[config.mk]
export PLATFORM = sky130hd
export DESIGN_NAME = post_display_sequencer
export DESIGN_NICKNAME = d
export VERILOG_FILES = /design/src/rtl/post_card_pkg.sv /design/src/rtl/post_sync_debounce.sv /design/src/rtl/post_display_sequencer.sv
export SDC_FILE = /design/constraint.sdc
export NUM_CORES = 1
export LEC_CHECK = 0
export BUFFER_PORTS_ARGS = -buffer_cell sky130_fd_sc_hd__buf_2
export CAP_MARGIN = 20
export CORE_UTILIZATION = 55
export DETAILED_ROUTE_END_ITERATION = 12
export MAX_ROUTING_LAYER = met4
export PLACE_DENSITY = 0.72
export SETUP_SLACK_MARGIN = 0.1
export SYNTH_ARGS = -nofsm -noshare
export SYNTH_HDL_FRONTEND = slang
export SYNTH_HIERARCHICAL = 1
export SYNTH_SLANG_ARGS = --single-unit
[constraint.sdc]
create_clock -name clk_i -period 7.5 [get_ports clk_i]
set_input_delay 0.375 -clock clk_i [delete_from_list [all_inputs] [get_ports clk_i]]
set_output_delay 0.375 -clock clk_i [all_outputs]
set_load 0.01 [all_outputs]
[src/rtl/post_card_pkg.sv]
// rtl/post_card_pkg.sv - shared types and defaults for the POST code display sequencer
// Purpose: FSM state encoding, default parameter values and the POST port address.
// Ports: none (package).
package post_card_pkg;

    typedef enum logic [1:0] {
        ST_EMPTY   = 2'd0,
        ST_LIVE    = 2'd1,
        ST_HISTORY = 2'd2
    } state_t;

    localparam int DEF_DEPTH           = 8;
    localparam int DEF_DEBOUNCE_CYCLES = 16;
    localparam int DEF_TIMEOUT_CYCLES  = 1024;

    localparam logic [19:0] POST_PORT_ADDR = 20'h80;

endpackage

[src/rtl/post_sync_debounce.sv]
// rtl/post_sync_debounce.sv - push-button synchronizer, debouncer and press detector
// Purpose: brings a raw bouncing button into the clock domain and emits one pulse per push.
// Ports:
//   clk_i    in   system clock
//   rst_i    in   asynchronous active-high reset
//   btn_i    in   raw button level, active-high
//   press_o  out  one-cycle pulse when the debounced level goes 0->1
module post_sync_debounce #(
    parameter int CYCLES = 16
) (
    input  logic clk_i,
    input  logic rst_i,
    input  logic btn_i,
    output logic press_o
);

    localparam int CNT_W = (CYCLES > 1) ? $clog2(CYCLES) : 1;
    localparam logic [CNT_W-1:0] CNT_LAST = CNT_W'(CYCLES - 1);
    localparam logic [CNT_W-1:0] CNT_ONE  = CNT_W'(1);

    logic [1:0]       sync_q;
    logic [CNT_W-1:0] cnt_q, cnt_d;
    logic             level_q, level_d;
    logic             press_q;

    // The counter tracks consecutive samples that disagree with the accepted
    // level; any agreeing sample restarts it, so bounces never accumulate.
    always_comb begin
        cnt_d   = '0;
        level_d = level_q;
        if (sync_q[1] != level_q) begin
            if (cnt_q == CNT_LAST) begin
                level_d = sync_q[1];
            end else begin
                cnt_d = cnt_q + CNT_ONE;
            end
        end
    end

    always_ff @(posedge clk_i or posedge rst_i) begin
        if (rst_i) begin
            sync_q  <= '0;
            cnt_q   <= '0;
            level_q <= 1'b0;
            press_q <= 1'b0;
        end else begin
            sync_q  <= {sync_q[0], btn_i};
            cnt_q   <= cnt_d;
            level_q <= level_d;
            press_q <= level_d & ~level_q;
        end
    end

    assign press_o = press_q;

endmodule

[src/rtl/post_display_sequencer.sv]
// rtl/post_display_sequencer.sv - POST code history buffer and two-digit display selector
// Purpose: records port-80h codes in a circular buffer and picks the live or a browsed code for display.
// Ports:
//   clk_i            in   system clock
//   rst_i            in   asynchronous active-high reset
//   code_strobe_i    in   raw strobe, rising edge = new code latched
//   code_data_i      in   latched POST code
//   button_i         in   raw push button, active-high
//   display_data_o   out  byte for the BCD decoder
//   display_valid_o  out  buffer holds at least one code
//   history_mode_o   out  browsing history
//   history_index_o  out  age of the shown entry, 0 = newest
//   new_code_flag_o  out  a code arrived while browsing
module post_display_sequencer
    import post_card_pkg::*;
#(
    parameter int DEPTH           = DEF_DEPTH,
    parameter int DEBOUNCE_CYCLES = DEF_DEBOUNCE_CYCLES,
    parameter int TIMEOUT_CYCLES  = DEF_TIMEOUT_CYCLES
) (
    input  logic                     clk_i,
    input  logic                     rst_i,
    input  logic                     code_strobe_i,
    input  logic [7:0]               code_data_i,
    input  logic                     button_i,
    output logic [7:0]               display_data_o,
    output logic                     display_valid_o,
    output logic                     history_mode_o,
    output logic [$clog2(DEPTH)-1:0] history_index_o,
    output logic                     new_code_flag_o
);

    localparam int PTR_W = $clog2(DEPTH);
    localparam int CNT_W = PTR_W + 1;
    localparam int TMR_W = $clog2(TIMEOUT_CYCLES);

    localparam logic [PTR_W-1:0] PTR_ONE  = PTR_W'(1);
    localparam logic [PTR_W-1:0] PTR_TWO  = PTR_W'(2);
    localparam logic [CNT_W-1:0] CNT_ONE  = CNT_W'(1);
    localparam logic [CNT_W-1:0] CNT_TWO  = CNT_W'(2);
    localparam logic [CNT_W-1:0] CNT_FULL = CNT_W'(DEPTH);
    localparam logic [TMR_W-1:0] TMR_ONE  = TMR_W'(1);
    localparam logic [TMR_W-1:0] TMR_LAST = TMR_W'(TIMEOUT_CYCLES - 1);

    state_t           state_q, state_d;
    logic [2:0]       strb_q;
    logic             wr_en, press;
    logic [7:0]       mem_q [DEPTH];
    logic [PTR_W-1:0] wr_ptr_q, view_q;
    logic [CNT_W-1:0] count_q;
    logic [TMR_W-1:0] timer_q;
    logic             flag_q;

    logic [PTR_W-1:0] newest, age_q, view_step, view_sel, enter_view;
    logic [CNT_W-1:0] age_next;

    logic [7:0]       display_d, display_q;
    logic             valid_d, valid_q, mode_d, mode_q;
    logic [PTR_W-1:0] index_d, index_q;

    // Two sync stages plus a history bit: the write pulse is high between the
    // 2nd and 3rd edges after the raw rise, so the write lands on the 3rd.
    assign wr_en = strb_q[1] & ~strb_q[2];

    post_sync_debounce #(.CYCLES(DEBOUNCE_CYCLES)) u_button (
        .clk_i   (clk_i),
        .rst_i   (rst_i),
        .btn_i   (button_i),
        .press_o (press)
    );

    // All decisions use pre-write pointers; a simultaneous write is applied afterwards.
    assign newest     = wr_ptr_q - PTR_ONE;
    assign age_q      = newest - view_q;
    assign age_next   = {1'b0, age_q} + CNT_ONE;
    assign view_step  = view_q - PTR_ONE;
    assign view_sel   = press ? view_step : view_q;
    assign enter_view = wr_ptr_q - PTR_TWO;

    always_ff @(posedge clk_i or posedge rst_i) begin
        if (rst_i) begin
            state_q <= ST_EMPTY;
        end else begin
            state_q <= state_d;
        end
    end

    always_comb begin
        state_d = state_q;
        case (state_q)
            ST_EMPTY: begin
                if (wr_en) state_d = ST_LIVE;
            end
            ST_LIVE: begin
                if (press && count_q >= CNT_TWO && !(wr_en && wr_ptr_q == enter_view)) begin
                    state_d = ST_HISTORY;
                end
            end
            ST_HISTORY: begin
                if (press && age_next == count_q) begin
                    state_d = ST_LIVE;
                end else if (!press && timer_q == TMR_LAST) begin
                    state_d = ST_LIVE;
                end else if (wr_en && wr_ptr_q == view_sel) begin
                    // The incoming code would overwrite the entry on display.
                    state_d = ST_LIVE;
                end
            end
            default: state_d = ST_EMPTY;
        endcase
    end

    always_comb begin
        display_d = 8'h00;
        valid_d   = (count_q != '0);
        mode_d    = 1'b0;
        index_d   = '0;
        case (state_q)
            ST_LIVE: begin
                display_d = mem_q[newest];
            end
            ST_HISTORY: begin
                display_d = mem_q[view_q];
                mode_d    = 1'b1;
                index_d   = age_q;
            end
            default: ;
        endcase
    end

    always_ff @(posedge clk_i or posedge rst_i) begin
        if (rst_i) begin
            strb_q   <= '0;
            wr_ptr_q <= '0;
            view_q   <= '0;
            count_q  <= '0;
            timer_q  <= '0;
            flag_q   <= 1'b0;
            for (int i = 0; i < DEPTH; i++) mem_q[i] <= 8'h00;
        end else begin
            strb_q <= {strb_q[1:0], code_strobe_i};
            if (wr_en) begin
                mem_q[wr_ptr_q] <= code_data_i;
                wr_ptr_q        <= wr_ptr_q + PTR_ONE;
                if (count_q != CNT_FULL) count_q <= count_q + CNT_ONE;
            end
            if (state_q == ST_LIVE && state_d == ST_HISTORY) begin
                view_q <= enter_view;
            end else if (state_q == ST_HISTORY && press) begin
                view_q <= view_step;
            end
            if (state_q == ST_HISTORY && state_d == ST_HISTORY && !press) begin
                timer_q <= timer_q + TMR_ONE;
            end else begin
                timer_q <= '0;
            end
            if (state_d == ST_LIVE && state_q != ST_LIVE) begin
                flag_q <= 1'b0;
            end else if (wr_en && state_q == ST_HISTORY) begin
                flag_q <= 1'b1;
            end
        end
    end

    always_ff @(posedge clk_i or posedge rst_i) begin
        if (rst_i) begin
            display_q <= 8'h00;
            valid_q   <= 1'b0;
            mode_q    <= 1'b0;
            index_q   <= '0;
        end else begin
            display_q <= display_d;
            valid_q   <= valid_d;
            mode_q    <= mode_d;
            index_q   <= index_d;
        end
    end

    assign display_data_o  = display_q;
    assign display_valid_o = valid_q;
    assign history_mode_o  = mode_q;
    assign history_index_o = index_q;
    assign new_code_flag_o = flag_q;

endmodule

* Word-level counts from Yosys, hierarchy flattened
Index checks and enable logic that the tools add are counted.
Storage, ports and cells: bits in registers 111, bits of input ports 12, output and inout bits 14
Operators by class: add/sub/neg operators 9, magnitude comparators 5, equal/unequal tests 12, reductions and logical operators 20, multiplexer cells 28, bitwise logic cells 7
Operator list (number):
- $bwmux W64 | 1
- $bmux W8 S3 | 2
- $mux W8 | 5
- $demux W8 S3 | 1
- $pmux W8 S2 | 1
- $logic_and A1 B1 Y1 | 13
- $ge A4 B4 Y1 const B | 3
- $mux W3 | 4
- $not A3 Y4 | 3
- $add A10 B1 Y10 const B | 1
- $eq A10 B10 Y1 const B | 1
- $mux W10 | 1
- $mux W2 | 5
- $add A4 B1 Y4 const B | 2
- $mux W4 | 2
- $eq A3 B3 Y1 | 2
- $pmux W2 S3 | 1
- $sub A3 B1 Y3 const B | 2
- $mux W1 | 5
- $add A3 B1 Y4 const B | 1
- $eq A2 B1 Y1 const B | 2
- $eq A2 B2 Y1 const B | 2
- $eq A4 B4 Y1 | 1
- $eq A4 B4 Y1 const B | 1
- 15 further kinds | 19

* Logic depth before layout (Yosys ltp)
Gate-level depths: netlist of the first run.
depth in word-level cells 12, depth in mapped cells 13, gate-level depth less buffers 10

* By module
Netlist of the first run, hierarchy kept.
Modules (own cells, without submodules):
- post_display_sequencer | cells an instance 418, times used 1, area each 5615.4 sq um, sequential area each 2577.5 sq um
- post_sync_debounce | cells an instance 21, times used 1, area each 306.5 sq um, sequential area each 200.2 sq um

* Worst setup path before layout of the first run
OpenSTA, ideal clock, no wires.
path type register to register, from register wr_ptr_q[0], to register timer_q[1], arrival time 3.374 ns, path buffers 3, data required time 7.412 ns, setup slack 4.038 ns, setup time 0.088 ns, period minus slack after synthesis 3.462 ns, stages on the path, launching flop included 14, cell sequence dfrtp_1 -> clkbuf_1 -> buf_1 -> inv_1 -> ha_1 -> fa_1 -> inv_1 -> ha_1 -> xor2_1 -> and3_4 -> o2111a_2 -> o31a_1 -> buf_6 -> nor3b_2
On the way: cells in the longest elaborated chain, start to end 11
Ends and longest elaborated chain:
- start: declaration | RTL line post_display_sequencer.sv:49 | logic [PTR_W-1:0] wr_ptr_q, view_q;
- start signal: assignment | RTL line post_display_sequencer.sv:144 | wr_ptr_q <= wr_ptr_q + PTR_ONE;
- $sub A3 B1 Y3 | RTL line post_display_sequencer.sv:73 | assign newest = wr_ptr_q - PTR_ONE;
- net newest[0] | RTL line post_display_sequencer.sv:54 | logic [PTR_W-1:0] newest, age_q, view_step, view_sel, enter_view;
- $sub A3 B3 Y3 | RTL line post_display_sequencer.sv:74 | assign age_q = newest - view_q;
- $add A3 B1 Y4 | RTL line post_display_sequencer.sv:75 | assign age_next = {1'b0, age_q} + CNT_ONE;
- $eq A4 B4 Y1 | RTL line post_display_sequencer.sv:100 | if (press && age_next == count_q) begin
- $logic_and A1 B1 Y1 | RTL line post_display_sequencer.sv:100
- $mux W2 | RTL line post_display_sequencer.sv:100
- $pmux W2 S3 | RTL line post_display_sequencer.sv:90 | case (state_q)
- $eq A2 B2 Y1 | RTL line post_display_sequencer.sv:152 | if (state_q == ST_HISTORY && state_d == ST_HISTORY && !press) begin
- $logic_and A1 B1 Y1 (2 in series) | RTL line post_display_sequencer.sv:152
- $mux W10 | RTL line post_display_sequencer.sv:152
- end signal: assignment | RTL line post_display_sequencer.sv:153 | timer_q <= timer_q + TMR_ONE;
- end: declaration | RTL line post_display_sequencer.sv:51 | logic [TMR_W-1:0] timer_q;
The timed path passes the listed nets, and every way through them passes these cells. A chain may end at the register's enable or synchronous reset.

* Worst setup path after layout of the first run
from register wr_ptr_q[1], to register view_q[1]
On the way: cells in the longest elaborated chain, start to end 10
Ends and longest elaborated chain:
- $sub A3 B1 Y3 or $sub A3 B2 Y3 (tied branches) | RTL line post_display_sequencer.sv:73, post_display_sequencer.sv:78
- $sub A3 B3 Y3 or $eq A3 B3 Y1 (tied branches) | RTL line post_display_sequencer.sv:74, post_display_sequencer.sv:95
- $add A3 B1 Y4 or $logic_and A1 B1 Y1 (tied branches) | RTL line post_display_sequencer.sv:75, post_display_sequencer.sv:95
- $eq A4 B4 Y1 or $logic_not A1 Y1 (tied branches) | RTL line post_display_sequencer.sv:100, post_display_sequencer.sv:95
- $logic_and A1 B1 Y1, on equally long branches | RTL line post_display_sequencer.sv:100, post_display_sequencer.sv:95
- $mux W2, on equally long branches | RTL line post_display_sequencer.sv:100, post_display_sequencer.sv:95
- $pmux W2 S3 | RTL line post_display_sequencer.sv:90
- $eq A2 B2 Y1 | RTL line post_display_sequencer.sv:147 | if (state_q == ST_LIVE && state_d == ST_HISTORY) begin
- $logic_and A1 B1 Y1 | RTL line post_display_sequencer.sv:147
- $mux W3 or $reduce_bool A2 Y1 (tied branches)
- end signal: assignment | RTL line post_display_sequencer.sv:148 | view_q <= enter_view;
- end signal: assignment | RTL line post_display_sequencer.sv:150 | view_q <= view_step;
- end: declaration | RTL line post_display_sequencer.sv:49
Parallel ways exist; a longest one is shown, timed or not.

==> results of run 1 <==
power breakdown:
part | leakage, nW | switching, mW | internal (mW) | total (mW)
combinational | 1.19 | 0.385 | 0.558 | 0.943
clock | 0.0969 | 0.202 | 0.154 | 0.356
sequential | 1.39 | 0.170 | 0.799 | 0.969
synth_stat cells, drive strengths merged, types with 2 or more instances:
master and n:
nor4 3, nor2b 13, xnor2 17, and3 6
clkbuf 15, o21ai 8, mux4 32, buf 7
nand3b 2, mux2 82, xor2 11, and2 3
or2 2, nor3b 3, nand2b 3, nand2 14
nor3 11, nor2 9, a211oi 2, inv 16
a22oi 8, ha 18, nand4 3, o2111ai 2
or3 2, nand3 12, dfrtp 111, a21oi 7
logic make-up after synthesis:
logic type,after synthesis,synth area share
XOR/XNOR,28,0.04458
adder cells (fa/ha/maj),19,0.04141
flip-flops,111,0.4690
AO/OA/AOI/OAI,41,0.04902
buffers and inverters,38,0.02620
multiplexers,114,0.2783
AND/OR/NAND/NOR,88,0.09149
registers in the layout, indices dropped and copies added (netlist names):
| signal | count |
|---|---|
| count_q | 4 |
| history_index_o | 3 |
| u_button/press_o | 1 |
| wr_ptr_q | 3 |
| timer_q | 10 |
| display_valid_o | 1 |
| new_code_flag_o | 1 |
| display_data_o | 8 |
| u_button/level_q | 1 |
| view_q | 3 |
| u_button/sync_q | 2 |
| history_mode_o | 1 |
| u_button/cnt_q | 4 |
| mem_q | 64 |
| strb_q | 3 |
| state_q | 2 |
cell usage in the layout (no fill, tap or decap), drive strengths merged, types with 6 or more instances in the layout:
cell,Yosys,routed
nand3,12,12
a21oi,7,7
xnor2,17,17
inv,16,18
clkbuf,15,10
xor2,11,11
dfrtp,111,111
nor2b,13,13
nor3,11,11
mux4,32,32
ha,18,18
mux2,82,82
and3,6,6
nor2,9,9
buf,7,30
a22oi,8,8
nand2,14,14
o21ai,8,8
metal layers:
layer  up-vias  routed length (µm)  GRT usage
met3        20                 613    0.05257
li1       1651                   -          -
met2        86                5818     0.3800
met5         -                   0          -
met4         0                 208    0.07540
met1      1907                5081     0.3082
per-stage QoR:
step	util	total power [mW]
floorplan	-	1.712
CTS	0.6131	2.279
detailed placement	0.5942	1.919
global placement	0.5942	1.875
global route	0.6131	2.404
finish	0.6131	2.268
how the worst min path moves through the flow:
stage	start	to	slack, ns	cells past startpoint
3_3_place_gp	strb_q[0]	strb_q[1]	0.33	0
3_5_place_dp	strb_q[0]	strb_q[1]	0.34	0
4_1_cts	code_strobe_i	strb_q[0]	0.06	1
6_report	code_strobe_i	strb_q[0]	0.08	1
2_1_floorplan	rst_i	u_button/cnt_q[0]	0.19	1
5_1_grt	button_i	u_button/sync_q[0]	0.06	1
final cells by class:
| type | instances | area (µm²) | share of cell area |
|---|---|---|---|
| Clock buffer | 10 | 127.6 | 0.02007 |
| Sequential cell | 111 | 2778 | 0.4369 |
| Clock inverter | 5 | 57.56 | 0.009053 |
| Inverter | 16 | 62.56 | 0.009841 |
| Timing Repair Buffer | 31 | 172.7 | 0.02716 |
| Tap cell | 136 | 170.2 | 0.02677 |
| Multi-Input combinational cell | 290 | 2989 | 0.4702 |
worst max-delay path: stages (launching register included):
cell,delay [ns]
dfrtp_1,0.52
inv_1,0.16
ha_1,0.94
fa_1,0.59
inv_1,0.08
ha_1,0.15
xor2_1,0.19
and3_4,0.21
o2111a_2,0.23
o31a_1,0.58
o32ai_1,0.17
==> impl_results.md, run 1 <==
- FF-to-FF End: view_q[1]
- Layout cell share with drive strength beyond 1: 0.3801
- Clk buf depth: 2
- Hold Worst Slack: roughly 0.079 ns
- Clk sinks: roughly 110
- Via count: 3664
- Setup Buffers After CTS: 0
- Startpoint types: flip-flop
- # diodes: 0
- Cell area after synthesis: around 6000 µm²
- GRT Util Overall: 0.2391
- Total of max-cap violations: 0
- Post-route cell area: about 6400 µm²
- Final Hold Fails: 0
- Fin crit share: 0.5271
- H-tree depth: 3
- Antenna violations before repair: 0
- Critical Path Start: wr_ptr_q[1]
- # fillers: 801
- Cts-stage hold buffer count: 1
- Post-DP HPWL: ~7600 µm
- WS Path Type: flip-flop to flip-flop
- Async set or reset register ratio after synthesis: 1.000
- DRC: 0
- Fmax: between 0.2 and 0.3 GHz
- Critical Path Sink: view_q[1]
- Total routed wirelength: approximately 12000 µm
- Crit Path Max Fanout: 18
- Required @ worst endpoint: roughly 7.8 ns
- Area Overhead vs Synth: 7.353%
- Antenna viol nets, final: 0
- Clock slew at reported path FFs: between 0.1 and 0.15 ns
- Worst Hold Class: primary input to flip-flop
- Full die area: 11190 µm²
- Leak: 2.683 nW
- Clk root buf: clkbuf_8
- Register area share after synthesis: 0.4690
- Area leader, netlist: dfrtp_1
- Post-DP Area: between 6000 and 7000 µm²
- Yosys cell types: 56
- Total I/O pin count: 26
- Syn nets: 470
- Final #Nets: 490
- Arrival @ worst endpoint: approximately 4.2 ns
- Syn Inst Count: about 440
- Drt pass-1 iters: 4
- Layout Cells excl Fill: 599
- R2R Path Start: wr_ptr_q[1]
- Port Buf Inserts: 25
- Power Density: between 300 and 400 nW/µm²
- CTS tree: yes
- Top_reg_cell synth: dfrtp_1
- Avg WL per Cell: around 20 µm
- Clk Latency, worst-skew pair: ~0.39 ns
- Final setup margin: between 3 and 4 ns
- Final setup viols: 0
- Min cycle time layout: about 4.0 ns
- Post-CTS sizing: 0
- Via-per-instance ratio: 6.117
- Initial Utilization: 0.5711
- Max Clock Skew: roughly 0.017 ns
- Die height: roughly 110 µm
- Yosys reg bits: 111
- Chip Width: about 110 µm
- Routability cong.: 0.7832
- Placed instance count: slightly below 600
- EDFF count, synth: 0
- Max-slew violations: 0
- R2r worst-path depth: 10
- Mean Syn Cell Area: between 10 and 15 µm²
- Global route overflow: 0
- CORE AREA: roughly 10000 µm²
- Worst vdd ir: approximately 0.18 mV
- Rel. slew slack: 0.3723
- Setup TNS: 0 ns
- CTS Buf Count: 9
- R2R Setup Slk: 3.55 ns
- Vias in the first global route: between 3000 and 4000
- Status: complete, no violations
- Largest net degree at the start of global routing: about 70
- Synth top area share: 0.4690
- Pre-CTS WS: 3.620 ns
- Crit end category: flip-flop
- FP Rows: 37
- Slew @ Worst Pin: between 0.9 and 1 ns
- Synth area leaders: dfrtp_1 (47%), mux2_2 (15%), mux4_2 (12%)
- Ys Warns: 6
- DRT iter0 DRCs: around 210
- First-pass GRT wire length: 19490 µm
- RSZ-0062 raised after global routing: no
No activity file was read; power rests on OpenSTA's default activity.
==> run 2, diff against run 1 <==
- PLACE_DENSITY: 0.72 -> 0.75
- clock period: 7.5 -> 3.58 ns (I/O delays scaled with it)
==> impl_results.md, run 2 (same netlist as run 1, synthesis figures left out) <==
- Max-slew violations: 0
- Clock slew at reported path FFs: roughly 0.10 ns
- Drt pass-1 iters: 4
- Initial Utilization: 0.5711
- Status: complete, no violations
- Met3 Resource Use GR: 0.03278
- Post-DP HPWL: about 8100 µm
- Clk root buf: clkbuf_8
- GRT Max-Usage Layer: met2
- Post-CTS sizing: 0
- Antenna violations before repair: 0
- Crit end category: flip-flop
- Total I/O pin count: 26
- Post-route cell area: 6440 µm²
- CORE AREA: between 10000 and 15000 µm²
- Max reg flops: 64
- Chip Width: 105.8 µm
- Arrival @ worst endpoint: between 3 and 4 ns
- Final setup margin: 0.3658 ns
- Final setup viols: 0
- Crit Path Max Fanout: 10
- # fillers: between 800 and 900
- FP Rows: 37
- Layout cell share with drive strength beyond 1: 0.3843
- Final #Nets: slightly below 500
- Total chip power: 4.841 mW
- Met2 Use GR: 0.4038
- CTS tree: yes
- Fin crit share: 0.8978
- CTS Buf Count: 9
- Total routed wirelength: about 12000 µm
- Most frequent cells in the layout: dfrtp_1 (111), mux2_2 (81), mux4_2 (32)
- R2r worst-path depth: 11
- Routability cong.: ~0.8
- Final Hold Fails: 0
- WHS Path Cells: 2
- Worst vdd ir: 0.3002 mV
- WS Path Type: flip-flop to flip-flop
- Via count: 3694
- DRT iter0 DRCs: around 190
- Clk sinks: roughly 110
- Setup TNS: 0 ns
- Rel. slew slack: 0.4540
- Pre-CTS WS: between 0.4 and 0.5 ns
- Required @ worst endpoint: approximately 3.9 ns
- Via-per-instance ratio: about 6
- Multi-input logic area: between 2000 and 3000 µm²
- Sequential Area: around 2800 µm²
- Met1 global-route usage: 0.3277
- Largest Register: mem_q
- H-tree depth: 3
- Worst Hold Class: primary input to flip-flop
- Placed instance count: ~590
- Full die area: 11190 µm²
- Antenna viol nets, final: 0
- Max Clock Skew: between 0.005 and 0.006 ns
- Slew @ Worst Pin: 0.8190 ns
- Power Density: approximately 750 nW/µm²
- Leak: 2.721 nW
- Hold Worst Slack: approximately 0.13 ns
- Clk Latency, worst-skew pair: between 0.3 and 0.4 ns
- Startpoint types: flip-flop
- First-pass GRT wire length: 20570 µm
- Setup Buffers After CTS: 0
- DRC: 0
- RSZ-0062 raised after global routing: no
- Total of max-cap violations: 0
- Port Buf Inserts: 25
- Commonest non-fill, non-tap cell in the layout: dfrtp_1
- Clk buf depth: 2
- # diodes: 0
- Utilization after layout: 0.6210
- Vias in the first global route: 3908
- Avg WL per Cell: around 20 µm
- Fmax: 0.3111 GHz
- Post-DP Area: ~6200 µm²
- Min cycle time layout: 3.214 ns
- Global route overflow: 0
- Largest net degree at the start of global routing: 46
- Cts-stage hold buffer count: 3
- Layout Cells excl Fill: between 600 and 700
- Area Overhead vs Synth: 8.747%
- GRT Util Overall: 0.2516
- Die height: 105.8 µm
==> run 2: cell count changes in the layout (fill, tap and decap cells not counted) <==
cell	before	now
buf_4	5	10
clkbuf_1	1	2
clkbuf_8	9	12
clkinv_2	2	0
clkinvlp_4	0	1
dlygate4sd3_1	1	3
inv_6	2	0
==> run 2: power by group <==
part	switching, mW	leakage, nW	total, mW	internal, mW
logic	0.809	1.23	1.99	1.18
clock network	0.417	0.103	0.800	0.383
registers	0.375	1.39	2.05	1.67
total	1.60	2.72	4.84	3.24
==> run 2: final cells by class <==
class | count | area share
clock buffers | 14 | 0.02681
clock inverters | 2 | 0.005829
inverters | 16 | 0.009714
multi-input cells | 290 | 0.4642
flip-flops and latches | 111 | 0.4313
well taps | 136 | 0.02642
repair buffers | 38 | 0.03575
==> run 2: worst max-delay path: stages, from the launching register on <==
cell and delay, ns:
dfrtp_1 0.52, inv_1 0.15, ha_1 0.35, fa_1 0.56, inv_1 0.05, ha_1 0.18
xor2_1 0.16, and3_4 0.18, o2111a_2 0.27, o31a_1 0.31, buf_4 0.20, nor3_2 0.19
==> run 2: path summary, 6_finish.rpt <==
check                                    from                 end  slack (ns)
setup / recovery                  wr_ptr_q[1]          timer_q[4]        0.37
hold / removal                 code_data_i[6]           mem_q[30]        0.13
setup reg to reg                  wr_ptr_q[1]          timer_q[4]        0.37
hold reg to reg            u_button/sync_q[0]  u_button/sync_q[1]        0.36
max in group asynchronous               rst_i            mem_q[0]        2.36
min in group asynchronous               rst_i  u_button/sync_q[1]        0.31
==> run 2: routing by layer <==
layer  vias up  part of all wire  wire length [µm]
met5         -                 0                 0
met1      1911              0.43              5233
li1       1675                 -                 -
met3        18             0.047               568
met2        90              0.50              6151
met4         0             0.020               240
